File: config.mk
export PLATFORM = sky130hd
export DESIGN_NAME = mag_cook_timer
export DESIGN_NICKNAME = d
export VERILOG_FILES = /design/src/rtl/mag_cook_timer.sv
export SDC_FILE = /design/constraint.sdc
export NUM_CORES = 1
export LEC_CHECK = 0
export ABC_AREA = 1
export CORE_MARGIN = 1.5
export CORE_UTILIZATION = 59
export CTS_BUF_LIST = sky130_fd_sc_hd__clkbuf_8
export DETAILED_ROUTE_END_ITERATION = 8
export PLACE_DENSITY = 0.83
export SLEW_MARGIN = 5
export SYNTH_ARGS = -nofsm -noshare
export SYNTH_HDL_FRONTEND = slang
export SYNTH_SLANG_ARGS = --single-unit
File: constraint.sdc
create_clock -name clk -period 2.5 [get_ports clk]
set_clock_uncertainty 0.2 [all_clocks]
set_input_delay 0.375 -clock clk [delete_from_list [all_inputs] [get_ports clk]]
set_output_delay 0.375 -clock clk [all_outputs]
set_load 0.01 [all_outputs]
File: src/rtl/mag_cook_timer.sv
// mag_cook_timer: BCD MM:SS microwave cook timer feeding timer_done to the magnetron controller.
// Define MAG_TIMER_BEEP_EN to add the beep output and its BEEP_TICKS parameter.
module mag_cook_timer #(
  parameter int TICK_DIV = 1000000
`ifdef MAG_TIMER_BEEP_EN
  , parameter int BEEP_TICKS = 3
`endif
) (
  input  logic        clk,
  input  logic        rstn,
  input  logic        clearn,
  input  logic        digit_valid,
  input  logic [3:0]  digit,
  input  logic        mag_on,
  output logic [15:0] time_bcd,
  output logic        running,
  output logic        timer_done
`ifdef MAG_TIMER_BEEP_EN
  , output logic      beep
`endif
);
  localparam int PW = TICK_DIV > 1 ? $clog2(TICK_DIV) : 1;
  localparam logic [PW-1:0] PMAX = PW'(TICK_DIV - 1);
  typedef enum logic [1:0] {IDLE, ARMED, RUN, DONE} state_t;
  state_t        state_q, state_d;
  logic [15:0]   time_q, time_d, time_dec, key_time;
  logic [PW-1:0] pre_q, pre_d;
  logic          done_q, done_d, key;
  assign key      = digit_valid && digit <= 4'd9;
  assign key_time = state_q == DONE ? {12'h000, digit} : {time_q[11:0], digit};
  // Ripple borrow across the four digits; seconds above 59 just count down literally.
  always_comb begin
    time_dec = time_q;
    if (time_q[3:0] != 4'd0) time_dec[3:0] = time_q[3:0] - 4'd1;
    else begin
      time_dec[3:0] = 4'd9;
      if (time_q[7:4] != 4'd0) time_dec[7:4] = time_q[7:4] - 4'd1;
      else begin
        time_dec[7:4] = 4'd5;
        if (time_q[11:8] != 4'd0) time_dec[11:8] = time_q[11:8] - 4'd1;
        else begin
          time_dec[11:8]  = 4'd9;
          time_dec[15:12] = time_q[15:12] - 4'd1;
        end
      end
    end
  end
  always_comb begin
    state_d = state_q;
    time_d  = time_q;
    pre_d   = pre_q;
    done_d  = done_q;
    if (!clearn) begin
      state_d = IDLE;
      time_d  = 16'h0000;
      pre_d   = '0;
      done_d  = 1'b0;
    end else if (state_q == RUN) begin
      if (!mag_on) state_d = ARMED;
      else if (pre_q == PMAX) begin
        pre_d  = '0;
        time_d = time_dec;
        if (time_dec == 16'h0000) begin
          state_d = DONE;
          done_d  = 1'b1;
        end
      end else pre_d = pre_q + PW'(1);
    end else if (mag_on && state_q != DONE) begin
      state_d = state_q == IDLE ? DONE : RUN;
      done_d  = state_q == IDLE;
    end else if (key) begin
      time_d  = key_time;
      pre_d   = '0;
      done_d  = 1'b0;
      state_d = key_time != 16'h0000 ? ARMED : IDLE;
    end
  end
  always_ff @(posedge clk or negedge rstn) begin
    if (!rstn) begin
      state_q <= IDLE;
      time_q  <= 16'h0000;
      pre_q   <= '0;
      done_q  <= 1'b0;
    end else begin
      state_q <= state_d;
      time_q  <= time_d;
      pre_q   <= pre_d;
      done_q  <= done_d;
    end
  end
  assign time_bcd   = time_q;
  assign running    = state_q == RUN;
  assign timer_done = done_q;
`ifdef MAG_TIMER_BEEP_EN
  localparam int BN = BEEP_TICKS * TICK_DIV;
  localparam int BW = BN > 1 ? $clog2(BN) : 1;
  logic          beep_q, beep_d;
  logic [BW-1:0] bcnt_q, bcnt_d;
  // Counter holds remaining high cycles minus one; leaving DONE silences it at once.
  always_comb begin
    beep_d = beep_q;
    bcnt_d = bcnt_q;
    if (state_d != DONE) begin
      beep_d = 1'b0;
      bcnt_d = '0;
    end else if (state_q != DONE) begin
      beep_d = 1'b1;
      bcnt_d = BW'(BN - 1);
    end else if (bcnt_q == '0) beep_d = 1'b0;
    else bcnt_d = bcnt_q - BW'(1);
  end
  always_ff @(posedge clk or negedge rstn) begin
    if (!rstn) begin
      beep_q <= 1'b0;
      bcnt_q <= '0;
    end else begin
      beep_q <= beep_d;
      bcnt_q <= bcnt_d;
    end
  end
  assign beep = beep_q;
`endif
endmodule
==> results.md <==
- Status: complete, but fails checks
- Violated checks: hold timing
- RSZ-0062 raised after global routing: false
- Via count: 2341
- Slew HR: 0.427
- Worst hold-check path type: in2async
- Area share of the largest cell type after synthesis: 0.386
- Critical Path End Type: register
- RePlAce Congestion: 0.959
- Total CTS buffers: 5
- Final hold vios: 18
- Setup Fix Bufs, Post-CTS: 0
- Initial Utilization: 0.623
- WP data required: 2.50 ns
- Num ports: 27
- Synth warn: 0
- Buf/Inv on CP: 0
- Crit path cell chain: nor2_1, nand2_1, nor2_4, nand2_4, nand2_1, nand2_1, nor2_1, nand2_1, nor2_1, nand2_1, nand2_1, nand3_1, nand2_1, nand2_1
- Setup CP Type: reg2reg
- Top cell by count, worst path: nand2_1
- Net switching power: 0.763 mW
- Post-synth top cells: nand2_1 (78), inv_1 (41), dfrtp_1 (39), nor2_1 (30), nand3_1 (21)
- I/O Buffers: 26
- Synth Register Bits: 39
- Die W: 68.5 µm
- Family with the most delay on the worst path: simple AND/OR/NAND/NOR gates
- Final slew viol count: 0
- P_leak: 1.37 nW
- Worst setup SP type: register
- Syn Inst Count: 333
- Syn Area/Cell: 7.59 µm²
- Tightest Pin Transition: 0.860 ns
- Max VDD drop: 0.000337 V
- Worst Path Max Fanout: 7
- Final period util: 0.899
- GRT Resource Usage Total: 0.276
- Chip height: 68.5 µm
- Remaining routing DRC violations: 0
- Number of global-route vias before repair: 2179
- Int Power: 1.30 mW
- Crit path DAT: 2.24 ns
- Synth Cell Area: 0.00253 mm²
- Setup TNS: 0 ns
- Number of routed nets with antenna violations: 0
- Clk sinks: 39
- Clk Tree Root Cell: clkbuf_8
- Detailed Routing Iterations Pass 1: 5
- Layout cell share with drive strength beyond 1: 0.130
- Count of cell types in the netlist: 38
- FP Rows: 23
- Final setup margin: 0.253 ns
- Core Box Area: 0.00406 mm²
- Layout Nets: 379
- Min Tclk post-route: 2.25 ns
- Register area share after synthesis: 0.386
- Die area: 0.00469 mm²
- Sequential share of power: 0.364
- DR WL/cell: 13.7 µm
- Main synth FF type: dfrtp_1
- Clock tree buffer depth: 2
- Switching part of the total: 0.370
- CTS tree: built
- Clk_lat worst skew: 0.30 ns
- Largest net degree at the start of global routing: 40
- Drt via density: 5.59
- Detailed Place HPWL: 4240 µm
- Iter 0 DRT Violations: 268
- Cts repair resizes: 0
- Area grow syn2layout: 17.9%
- Worst-path clk slew: 0.08 ns
- Largest cells by area after synthesis: dfrtp_1 (39%), nand2_1 (12%), inv_1 (6.1%)
- Post-CTS Hold Fix Bufs: 0
- Number of enable flip-flop cells after synthesis: 0
- First-pass GRT wire length: 9660 µm
- Drt total wl: 5730 µm
- Fmax: 445 MHz
- Count leader, synth: nand2_1
- H-tree lvl count: 2
- Clock power share: 0.268
- Final setup vio count: 0
- Overflow after GRT: 0
- PwrDens: 693 mW/mm²
- Post-Syn Nets: 344
- Dpl ws: 0.128 ns
- Final hold slack: -0.0170 ns
- CP max stage cell: dfrtp_1
- Initial antenna violation count: 0
- Crit path largest cell delay: 0.43 ns
- Synth async-reset ratio: 1.00
- Max-cap violation count: 0
- Logic pwr share: 0.369
- Antenna Cells: 0
- Post-synthesis cell type with the largest combined area: dfrtp_1
[per-layer routing]
layer,up-vias,wire [µm],GRT usage
li1,1171,-,-
met1,1106,2560,0.338
met2,55,2880,0.472
met3,9,208,0.0428
met4,0,82,0.130
met5,-,0,0
[layout make-up]
| cell class | instances | area (µm²) |
|---|---|---|
| Multi-Input combinational cell | 242 | 1340 |
| Fill cell | 340 | 1080 |
| Sequential cell | 39 | 976 |
| Timing Repair Buffer | 32 | 300 |
| Inverter | 48 | 184 |
| Clock buffer | 6 | 82.6 |
| Tap cell | 50 | 62.6 |
| Clock inverter | 2 | 35.0 |
[per-stage QoR]
step	total power [mW]	cells	utilization	instance area, µm²	hold WS [ns]
after floorplan	1.27	333	-	2530	-0.121
after global placement	1.50	411	0.705	2860	0.265
after detailed placement	1.51	411	0.705	2860	0.266
after CTS	2.07	419	0.734	2980	0.0122
after global routing	2.19	419	0.734	2980	0.0635
final	2.06	419	0.734	2980	-0.0170
[layout by cell type (no fill, tap or decap), drive strengths merged]
master,count
nand3,22
nand2,87
nor3b,1
clkbuf,6
bufinv,1
clkinv,2
ha,2
o22ai,9
a21oi,13
buf,7
inv,47
o221a,1
a211oi,1
a221oi,1
nand3b,2
a22o,1
xor2,5
dfrtp,39
clkdlybuf4s50,25
nor4,2
a2bb2oi,1
nor2,42
a22oi,9
nand4,8
o21ai,22
nor3,12
o21ba,1
[worst reg2reg max path: cells and delay by family, from the launching register on]
family / cells / cell delay (ns)
and+or+nand+nor: 14 / 1.52
DFF: 1 / 0.43
[path summary, 6_finish.rpt]
check,from,end,slack (ns),cells after the start
max,time_bcd[4],timer_done,0.25,14
min reg2reg,timer_done,timer_done,0.29,2
min in group clk,timer_done,timer_done,0.29,2
max reg2reg,time_bcd[4],timer_done,0.25,14
max in group asynchronous,rstn,pre_q[4],1.57,1
min,rstn,time_bcd[12],-0.02,1
[power groups by stage]
| stage | Clock, mW | Combinational, mW | Sequential, mW |
|---|---|---|---|
| floorplan | 0 | 0.500 | 0.773 |
| global placement | 0 | 0.742 | 0.762 |
| detailed placement | 0 | 0.753 | 0.762 |
| CTS | 0.562 | 0.758 | 0.750 |
| global route | 0.589 | 0.845 | 0.756 |
| finish | 0.553 | 0.761 | 0.751 |
[logic make-up after synthesis]
kind of cell / Yosys count / share of synthesized area
adder cells (fa/ha/maj): 2 / 0.00990
XOR/XNOR: 5 / 0.0203
AND/OR/NAND/NOR: 176 / 0.359
buffers and inverters: 52 / 0.0842
flip-flops: 39 / 0.386
AO/OA/AOI/OAI: 59 / 0.140
[state kept, by name, summed over array words and instances (netlist names)]
signal / cells
timer_done: 1
time_bcd: 16
pre_q: 20
state_q: 2
Power figures use the tool's default switching activity.
